==> src/rtl/timer_apb_if_if.sv <==
// APB4 bus bundle between the SoC interconnect (master) and the timer front-end (slave).
interface timer_apb_if_if;
  logic        tim_psel;
  logic        tim_penable;
  logic        tim_pwrite;
  logic [11:0] tim_paddr;
  logic [31:0] tim_pwdata;
  logic [3:0]  tim_pstrb;
  logic [31:0] tim_prdata;
  logic        tim_pready;
  logic        tim_pslverr;

  modport master (
    output tim_psel, tim_penable, tim_pwrite, tim_paddr, tim_pwdata, tim_pstrb,
    input  tim_prdata, tim_pready, tim_pslverr
  );

  modport slave (
    input  tim_psel, tim_penable, tim_pwrite, tim_paddr, tim_pwdata, tim_pstrb,
    output tim_prdata, tim_pready, tim_pslverr
  );
endinterface

==> src/rtl/timer_apb_if.sv <==
// APB4 completer front-end for the timer register block: turns APB transfers into one-cycle
// wr_en/rd_en strobes, then responds after WAIT_STATES cycles. Optional address rejection: TIMER_APB_ADDR_CHECK_EN.
module timer_apb_if #(
  parameter int unsigned WAIT_STATES = 1,
  parameter logic [11:0] ADDR_MAX    = 12'h01C
) (
  input  logic          sys_clk,
  input  logic          sys_rst_n,
  timer_apb_if_if.slave apb,
  output logic          wr_en,
  output logic          rd_en,
  output logic [11:0]   reg_addr,
  output logic [31:0]   reg_wdata,
  output logic [3:0]    reg_strb,
  input  logic [31:0]   reg_rdata,
  input  logic          reg_error_flag
);

`ifdef TIMER_APB_ADDR_CHECK_EN
  localparam bit AddrCheckEn = 1'b1;
`else
  localparam bit AddrCheckEn = 1'b0;
`endif

  localparam logic [3:0] WaitLoad = 4'(WAIT_STATES);

  typedef enum logic [2:0] {S_IDLE, S_SETUP, S_STROBE, S_WAIT, S_DONE} state_e;

  state_e      state_q, state_d;
  logic [3:0]  cnt_q, cnt_d;
  logic        err_q, err_d;
  logic        abort_q, abort_d;
  logic        reject_q, reject_d;
  logic        write_q, write_d;
  logic        wr_en_q, wr_en_d;
  logic        rd_en_q, rd_en_d;
  logic [11:0] addr_q, addr_d;
  logic [31:0] wdata_q, wdata_d;
  logic [3:0]  strb_q, strb_d;
  logic [31:0] prdata_q, prdata_d;
  logic        pready_q, pready_d;
  logic        pslverr_q, pslverr_d;
  logic        err_now;
  logic        done_ok;

  always_ff @(posedge sys_clk or negedge sys_rst_n) begin
    if (!sys_rst_n) state_q <= S_IDLE;
    else            state_q <= state_d;
  end

  always_comb begin
    state_d = state_q;
    case (state_q)
      S_IDLE:   if (apb.tim_psel && !apb.tim_penable) state_d = S_SETUP;
      S_SETUP: begin
        if (!apb.tim_psel)        state_d = S_IDLE;
        else if (apb.tim_penable) state_d = S_STROBE;
      end
      S_STROBE: state_d = S_WAIT;
      S_WAIT:   if (cnt_q == 4'd1) state_d = S_DONE;
      S_DONE:   state_d = S_IDLE;
      default:  state_d = S_IDLE;
    endcase
  end

  // A master that drops psel after the strobe still gets the full internal sequence, but no response.
  always_comb begin
    cnt_d     = cnt_q;
    err_d     = err_q;
    abort_d   = abort_q;
    reject_d  = reject_q;
    write_d   = write_q;
    addr_d    = addr_q;
    wdata_d   = wdata_q;
    strb_d    = strb_q;
    wr_en_d   = 1'b0;
    rd_en_d   = 1'b0;
    pready_d  = 1'b0;
    pslverr_d = 1'b0;
    prdata_d  = 32'h0;
    err_now   = err_q | reg_error_flag;
    done_ok   = !abort_q && apb.tim_psel;
    case (state_q)
      S_IDLE: begin
        if (state_d == S_SETUP) begin
          write_d  = apb.tim_pwrite;
          addr_d   = apb.tim_paddr;
          wdata_d  = apb.tim_pwdata;
          strb_d   = apb.tim_pwrite ? apb.tim_pstrb : 4'h0;
          reject_d = AddrCheckEn &&
                     ((apb.tim_paddr > ADDR_MAX) || (apb.tim_paddr[1:0] != 2'b00));
          err_d    = 1'b0;
          abort_d  = 1'b0;
        end
      end
      S_SETUP: begin
        if (state_d == S_STROBE) begin
          wr_en_d = write_q & ~reject_q;
          rd_en_d = ~write_q & ~reject_q;
        end
      end
      S_STROBE: begin
        cnt_d   = WaitLoad;
        abort_d = abort_q | ~apb.tim_psel;
      end
      S_WAIT: begin
        cnt_d   = cnt_q - 4'd1;
        err_d   = err_now;
        abort_d = abort_q | ~apb.tim_psel;
        if (state_d == S_DONE) begin
          pready_d  = done_ok;
          pslverr_d = done_ok & (err_now | reject_q);
          if (done_ok && !write_q && !err_now && !reject_q) prdata_d = reg_rdata;
        end
      end
      S_DONE: begin
        err_d   = 1'b0;
        abort_d = 1'b0;
      end
      default: ;
    endcase
  end

  always_ff @(posedge sys_clk or negedge sys_rst_n) begin
    if (!sys_rst_n) begin
      cnt_q     <= 4'h0;
      err_q     <= 1'b0;
      abort_q   <= 1'b0;
      reject_q  <= 1'b0;
      write_q   <= 1'b0;
      addr_q    <= 12'h0;
      wdata_q   <= 32'h0;
      strb_q    <= 4'h0;
      wr_en_q   <= 1'b0;
      rd_en_q   <= 1'b0;
      prdata_q  <= 32'h0;
      pready_q  <= 1'b0;
      pslverr_q <= 1'b0;
    end else begin
      cnt_q     <= cnt_d;
      err_q     <= err_d;
      abort_q   <= abort_d;
      reject_q  <= reject_d;
      write_q   <= write_d;
      addr_q    <= addr_d;
      wdata_q   <= wdata_d;
      strb_q    <= strb_d;
      wr_en_q   <= wr_en_d;
      rd_en_q   <= rd_en_d;
      prdata_q  <= prdata_d;
      pready_q  <= pready_d;
      pslverr_q <= pslverr_d;
    end
  end

  assign wr_en           = wr_en_q;
  assign rd_en           = rd_en_q;
  assign reg_addr        = addr_q;
  assign reg_wdata       = wdata_q;
  assign reg_strb        = strb_q;
  assign apb.tim_prdata  = prdata_q;
  assign apb.tim_pready  = pready_q;
  assign apb.tim_pslverr = pslverr_q;

endmodule

==> src/flat_wrapper.sv <==
// flat-port wrapper written by rule: the top's interface ports become plain ports
module timer_apb_if_flat 
#(
  parameter int unsigned WAIT_STATES = 1,
  parameter logic [11:0] ADDR_MAX    = 12'h01C
)
  (sys_clk, sys_rst_n, wr_en, rd_en, reg_addr, reg_wdata, reg_strb, reg_rdata, reg_error_flag, apb_tim_psel, apb_tim_penable, apb_tim_pwrite, apb_tim_paddr, apb_tim_pwdata, apb_tim_pstrb, apb_tim_prdata, apb_tim_pready, apb_tim_pslverr);
  timer_apb_if_if apb_i ();
  input  logic sys_clk;
  input  logic sys_rst_n;
  output logic wr_en;
  output logic rd_en;
  output logic [11:0] reg_addr;
  output logic [31:0] reg_wdata;
  output logic [3:0] reg_strb;
  input  logic [31:0] reg_rdata;
  input  logic reg_error_flag;
  input wire logic [$bits(apb_i.tim_psel)-1:0] apb_tim_psel;
  input wire logic [$bits(apb_i.tim_penable)-1:0] apb_tim_penable;
  input wire logic [$bits(apb_i.tim_pwrite)-1:0] apb_tim_pwrite;
  input wire logic [$bits(apb_i.tim_paddr)-1:0] apb_tim_paddr;
  input wire logic [$bits(apb_i.tim_pwdata)-1:0] apb_tim_pwdata;
  input wire logic [$bits(apb_i.tim_pstrb)-1:0] apb_tim_pstrb;
  output wire logic [$bits(apb_i.tim_prdata)-1:0] apb_tim_prdata;
  output wire logic [$bits(apb_i.tim_pready)-1:0] apb_tim_pready;
  output wire logic [$bits(apb_i.tim_pslverr)-1:0] apb_tim_pslverr;
  assign apb_i.tim_psel = apb_tim_psel;
  assign apb_i.tim_penable = apb_tim_penable;
  assign apb_i.tim_pwrite = apb_tim_pwrite;
  assign apb_i.tim_paddr = apb_tim_paddr;
  assign apb_i.tim_pwdata = apb_tim_pwdata;
  assign apb_i.tim_pstrb = apb_tim_pstrb;
  assign apb_tim_prdata = apb_i.tim_prdata;
  assign apb_tim_pready = apb_i.tim_pready;
  assign apb_tim_pslverr = apb_i.tim_pslverr;
  timer_apb_if #(.WAIT_STATES(WAIT_STATES), .ADDR_MAX(ADDR_MAX)) u_core (.sys_clk(sys_clk), .sys_rst_n(sys_rst_n), .apb(apb_i), .wr_en(wr_en), .rd_en(rd_en), .reg_addr(reg_addr), .reg_wdata(reg_wdata), .reg_strb(reg_strb), .reg_rdata(reg_rdata), .reg_error_flag(reg_error_flag));
endmodule
==> config.mk <==
export PLATFORM = sky130hd
export DESIGN_NAME = timer_apb_if_flat
export DESIGN_NICKNAME = d
export VERILOG_FILES = /design/src/rtl/timer_apb_if_if.sv /design/src/rtl/timer_apb_if.sv /design/src/flat_wrapper.sv
export SDC_FILE = /design/constraint.sdc
export NUM_CORES = 1
export LEC_CHECK = 0
export CORE_MARGIN = 3
export CORE_UTILIZATION = 56
export CTS_BUF_LIST = sky130_fd_sc_hd__clkbuf_16
export DETAILED_ROUTE_END_ITERATION = 6
export DONT_BUFFER_PORTS = 1
export PLACE_DENSITY = 0.85
export SLEW_MARGIN = 20
export SYNTH_ARGS = -nofsm -noshare
export SYNTH_HDL_FRONTEND = slang
export SYNTH_SLANG_ARGS = --single-unit
==> constraint.sdc <==
create_clock -name sys_clk -period 1.8 [get_ports sys_clk]
set_input_delay 0.36 -clock sys_clk [delete_from_list [all_inputs] [get_ports sys_clk]]
set_output_delay 0.36 -clock sys_clk [all_outputs]
set_load 0.005 [all_outputs]
==> results of run 1 <==
## cell usage after synthesis (2+ instances only)
| library cell | number | area share |
|---|---|---|
| ha_1 | 2 | 0.0069 |
| nor2_1 | 5 | 0.0052 |
| clkbuf_1 | 6 | 0.0062 |
| nand3b_1 | 3 | 0.0062 |
| nor4bb_1 | 2 | 0.0055 |
| or3_1 | 2 | 0.0034 |
| and4bb_2 | 17 | 0.059 |
| clkbuf_2 | 2 | 0.0028 |
| nand2_1 | 9 | 0.0093 |
| o21ai_0 | 11 | 0.015 |
| dfrtp_1 | 94 | 0.65 |
| o21bai_1 | 2 | 0.0041 |
| nand2b_1 | 3 | 0.0052 |
| a22o_1 | 2 | 0.0048 |
| inv_1 | 4 | 0.0041 |
| mux2_2 | 45 | 0.14 |
| buf_6 | 4 | 0.012 |
| and2_1 | 13 | 0.022 |
## layer usage
layer | wire length, um | global-route usage | up-vias
li1 | - | - | 886
met3 | 988 | 0.1055 | 16
met4 | 160 | 0.07507 | 4
met1 | 2697 | 0.2117 | 1017
met5 | 22 | 0 | -
met2 | 3778 | 0.3359 | 122
## per-stage QoR
stage	area, sq um	hold slack [ns]	worst slack [ns]	TNS (ns)	util
3_5_place_dp	3774	0.06706	-0.03999	-1.022	0.6190
6_report	4134	-0.2798	0.03204	0	0.6782
2_1_floorplan	3640	0.06441	-0.03082	-1.233	-
4_1_cts	4079	-0.2846	0.002651	0	0.6691
5_1_grt	4134	-0.2967	-0.01336	-0.02849	0.6782
3_3_place_gp	3774	0.06751	0.01196	0	0.6190
## where the power goes
part           internal (mW)  leakage (nW)  switching, mW
registers               2.76          1.20          0.531
logic                  0.819         0.550          0.605
clock network           1.06         0.148          0.735
## sequential cells by signal, indices dropped and copies added (netlist names)
signal / flops
u_core.abort_q: 1
u_core.apb.tim_prdata: 32
u_core.apb.tim_pready: 1
u_core.apb.tim_pslverr: 1
u_core.cnt_q: 4
u_core.err_q: 1
u_core.rd_en: 1
u_core.reg_addr: 12
u_core.reg_strb: 4
u_core.reg_wdata: 32
u_core.state_q: 3
u_core.wr_en: 1
u_core.write_q: 1
## final timing paths
path / depth (start not counted) / endpoint
setup / recovery: 5 / u_core.apb.tim_prdata[13]
hold / removal: 0 / u_core.reg_strb[2]
setup reg to reg: 5 / u_core.apb.tim_prdata[13]
hold reg to reg: 1 / u_core.reg_wdata[22]
max in group asynchronous: 0 / u_core.apb.tim_prdata[1]
min in group sys_clk: 1 / u_core.apb.tim_prdata[18]
## cell families (layout without fill, tap and decap cells)
| group | after synthesis | count (layout) | share of synthesized area |
|---|---|---|---|
| and+or+nand+nor | 64 | 66 | 0.1421 |
| buffers and inverters | 17 | 36 | 0.02759 |
| other | 0 | 1 | 0 |
| DFF | 94 | 94 | 0.6485 |
| adders and majority gates | 2 | 2 | 0.006898 |
| AOI/OAI and AO/OA | 19 | 19 | 0.03242 |
| muxes | 46 | 46 | 0.1425 |
## cell type report
| type | instances | share of cell area |
|---|---|---|
| tap | 75 | 0.02270 |
| clock buffer | 9 | 0.05448 |
| antenna | 1 | 0.0006053 |
| sequential | 94 | 0.5690 |
| inverter | 4 | 0.003632 |
| timing repair buffer | 17 | 0.03723 |
| clock inverter | 6 | 0.01362 |
| multi-input combinational | 133 | 0.2987 |
## repair_timing
action                                 4_1_cts  5_1_grt
endpoints found under the hold margin       94       94
setup endpoints to repair                   56       27
buffers inserted                             0        1
resized for setup                            4        7
cloned                                       1        2
pin swaps                                    1        5
==> impl_metrics.csv, run 1 <==
group,metric,value,unit
floorplan,ios,170,
clocking,h-tree-depth,3,
yosys,synth_edf_count,0,
critical_path,r2r_slack,0.03,ns
clocking,cts_sinks,94,
critical_path,cp.required,2.07,ns
floorplan,initial_core_util,0.5950,
critical_path,crit_chain,"inv_2 > ha_4 > or3b_4 > or3_4 > and4bb_2",
global_route,grt_max_degree,95,
sta,hold_viol_final,94,
yosys,synthFlopType,"dfrtp_1",
yosys,synth_cells,242,
yosys,yosysUniqueCellTypes,34,
route,wl_per_cell,22.55,um
min_path,hp-class,"input pin to async pin",
placed_design,place_inst,319,
placed_design,port_buffers,0,
floorplan,die_w,86.48,um
floorplan,die-height,86.48,um
global_route,grt_pass1_wl,11.30,mm
critical_path,slowest_stage,"or3_4",
clocking,cts_inserted_buffers,9,
placed_design,gp_congestion,0.7847,
cells_and_area,fin_cells,339,
global_route,grtUsageTotal,0.1995,
yosys,synthesis.yosys.warnings,0,
cells_and_area,syn_to_final_growth,13.97,%
route,drtIter0Drc,77,
sta,period_minus_slack,1.768,ns
sta,max_slew_margin,0.7872,
clocking,clockBufferDepth,2,
floorplan,core,6096,sq um
cells_and_area,final_cell_mix,"94 x dfrtp_1, 45 x mux2_2, 17 x and4bb_2, 13 x and2_1, 13 x buf_4",
flow_run,cap_violations,0,
cells_and_area,regArea,2352,sq um
sta,fin_worst_skew,0.004412,ns
yosys,seq_area_frac_synth,0.6485,
global_route,overflow,0,
critical_path,critPathTopFamily,"simple AND/OR/NAND/NOR gates",
route,drtPass1Iterations,4,
critical_path,slowest_delay,0.42,ns
cells_and_area,final_common_cell,"dfrtp_1",
clocking,tritoncts,"built",
cells_and_area,drive_above_1_share,0.3916,
route,drt_wl_total,7.646,mm
clocking,cts-root-buf,"clkbuf_16",
yosys,syn-num-nets,330,
floorplan,num_rows,28,
sta,setup_viol,0,
critical_path,cp.buffers_inverters,1,
pwr,finalPower,6.500,mW
yosys,ys_async_sr_fraction,1.000,
yosys,synth_area,3627,sq um
critical_path,cp.arrival,2.03,ns
critical_path,reg2reg_from,"u_core.cnt_q[1]",
critical_path,critPathKind,"register to register",
sta,drv_slew,0,
outcome,violations,"negative hold slack",
yosys,synth_seq_cells,94,
critical_path,startpoint,"u_core.cnt_q[1]",
clocking,clk_pin_slew,0.06,ns
critical_path,crit_path_end_kind,"register",
pwr,power_leakage,1.897,nW
route,vias,2045,
placed_design,dp_hpwl,5.316,mm
sta,fmax,0.5656,GHz
pwr,powerDensity,1572,nW/um^2
outcome,outcome,"complete, but fails checks",
sta,fin_crit_sh,0.9822,
global_route,antenna_found_initial,3,
sta,worstMarginPinSlew,0.3152,ns
clocking,clk_latency,0.33,ns
critical_path,critPathMaxFanout,5,
cells_and_area,nets,347,
sta,rsz0062_at_grt,"true",
global_route,grt_pass1_vias,2181,
route,ant_nets,0,
route,drcViolationCount,0,
floorplan,die_area,7479,sq um
route,drt-vias-per-instance,6.032,
yosys,synth_area_per_cell,14.99,sq um
sta,finalHoldWorstSlack,-0.2798,ns
critical_path,start_kind,"register",
cells_and_area,multi_input_area,1235,sq um
pwr,peakVddDrop,0.9268,mV
cells_and_area,fillCellCount,437,
(Power assumes the default switching activity.)
==> run 2, diff against run 1 <==
Settings changed: CAP_MARGIN set to 30.
==> results of run 2 <==
Final layout, timing and power as in run 1 (identical DEF).
==> run 3, diff against run 2 <==
Settings changed: SKIP_LAST_GASP set to 1.
==> run 3 against run 2 <==
Effect of this change:
- the run still ends with negative hold slack left
- wire length decreased by 0.13%
- clock skew hardly changed
- clock power barely moved
- via count hardly changed
- cell area about the same
- core utilization down 0.062 points
- sequential cell count is the same
- cell count did not move
==> impl_metrics.csv, run 3 (synthesis gave the netlist of run 1 again) <==
group,metric,value,unit
placed_design,gp_congestion,0.7847,
outcome,outcome,"complete, but fails checks",
pwr,peakVddDrop,0.9267,mV
min_path,hp-class,"input pin to async pin",
clocking,clockBufferDepth,2,
route,drcViolationCount,0,
route,drt-vias-per-instance,6.029,
placed_design,dp_hpwl,5.316,mm
sta,max_slew_margin,0.7872,
route,drtIter0Drc,71,
global_route,antenna_found_initial,3,
sta,period_minus_slack,1.775,ns
global_route,grt_max_degree,95,
sta,fin_crit_sh,0.9859,
route,wl_per_cell,22.53,um
global_route,grtUsageTotal,0.1995,
critical_path,cp.required,2.01,ns
cells_and_area,stdcell_area,4130,sq um
global_route,grt_pass1_vias,2181,
sta,finalSetupTns,0,ns
clocking,h-tree-depth,3,
route,vias,2044,
clocking,clk_latency,0.33,ns
cells_and_area,drive_above_1_share,0.3916,
clocking,cts_inserted_buffers,9,
floorplan,die_area,7479,sq um
sta,finalHoldWorstSlack,-0.2772,ns
cells_and_area,utilization,0.6775,
cells_and_area,syn_to_final_growth,13.87,%
cells_and_area,final_common_cell,"dfrtp_1",
critical_path,crit_path_end_kind,"register",
sta,drv_slew,0,
clocking,cts-root-buf,"clkbuf_16",
global_route,grt_pass1_wl,11.30,mm
floorplan,num_rows,28,
sta,setup_viol,0,
sta,fmax,0.5635,GHz
flow_run,cap_violations,0,
clocking,clk_pin_slew,0.06,ns
global_route,overflow,0,
sta,worstMarginPinSlew,0.3152,ns
floorplan,ios,170,
outcome,violations,"negative hold slack",
floorplan,die-height,86.48,um
critical_path,cp.arrival,1.98,ns
cells_and_area,nets,347,
floorplan,core,6096,sq um
clocking,tritoncts,"built",
pwr,powerDensity,1571,nW/um^2
route,drtPass1Iterations,4,
critical_path,critPathKind,"register to register",
placed_design,port_buffers,0,
critical_path,start_kind,"register",
sta,hold_viol_final,94,
route,ant_nets,0,
critical_path,critPathMaxFanout,22,
cells_and_area,final_cell_mix,"94 x dfrtp_1, 45 x mux2_2, 17 x and4bb_2, 14 x buf_4, 13 x and2_1",
pwr,power_leakage,1.895,nW
floorplan,initial_core_util,0.5950,
placed_design,place_area,3774,sq um
sta,fin_worst_skew,0.004133,ns
route,drt_wl_total,7.636,mm
floorplan,die_w,86.48,um
sta,rsz0062_at_grt,"true",
clocking,cts_sinks,94,
==> run 3: cell types whose count changed in the layout (fill, tap and decap cells not counted) <==
cell,previous run,this run
buf_6,1,0
buf_4,13,14
==> run 3: worst paths after layout <==
path | start | to | slack [ns] | cells past startpoint
worst min-delay path | sys_rst_n | u_core.reg_strb[2] | -0.28 | 0
worst min register to register | u_core.reg_wdata[22] | u_core.reg_wdata[22] | 0.53 | 1
min in group sys_clk | reg_rdata[18] | u_core.apb.tim_prdata[18] | 0.16 | 1
max in group asynchronous | sys_rst_n | u_core.apb.tim_prdata[1] | 1.94 | 0
worst max register to register | u_core.state_q[2] | u_core.reg_wdata[18] | 0.03 | 4
worst max-delay path | u_core.state_q[2] | u_core.reg_wdata[18] | 0.03 | 4
==> run 3: timing repair <==
action,4_1_cts,5_1_grt
endpoints found under the setup margin,56,27
hold endpoints to repair,94,94
resized for setup,4,6
pin swaps,1,4
buffers inserted,0,1
cloned,1,2
==> run 3: report_power, final <==
group          total (mW)  switching (mW)  internal (mW)  leakage, nW
Clock                1.79           0.732           1.06        0.148
Sequential           3.29           0.531           2.76         1.20
Combinational        1.42           0.602          0.815        0.549
Total                6.49            1.86           4.63         1.89
==> run 3: layout make-up <==
cell class,count,area (sq um)
Antenna cell,1,2.502
Clock buffer,9,225.2
Clock inverter,6,56.30
Fill cell,437,1966
Inverter,4,15.01
Multi-Input combinational cell,133,1235
Sequential cell,94,2352
Tap cell,75,93.84
Timing Repair Buffer,17,150.1
==> run 3: worst max-delay path, stage by stage, from the launching register on <==
cell and delay, ns:
dfrtp_1 0.38, or4b_4 0.58, nor2_8 0.14, buf_12 0.18
mux2_2 0.36
==> run 3: metal layers <==
layer  routed length [um]  vias to the layer above  track usage
met5                   22                        -            0
met4                  160                        4      0.07507
met3                  988                       16       0.1055
met2                 3783                      123       0.3359
met1                 2681                     1015       0.2117
li1                     -                      886            -
==> run 3: metrics by stage <==
stage	total power, mW	setup WS [ns]	hold WS [ns]	cells
floorplan	4.218	-0.03082	0.06441	242
global placement	4.564	0.01196	0.06751	319
detailed placement	4.682	-0.03999	0.06706	319
CTS	6.489	0.002651	-0.2846	335
global route	6.867	-0.01337	-0.2967	339
finish	6.489	0.02530	-0.2772	339
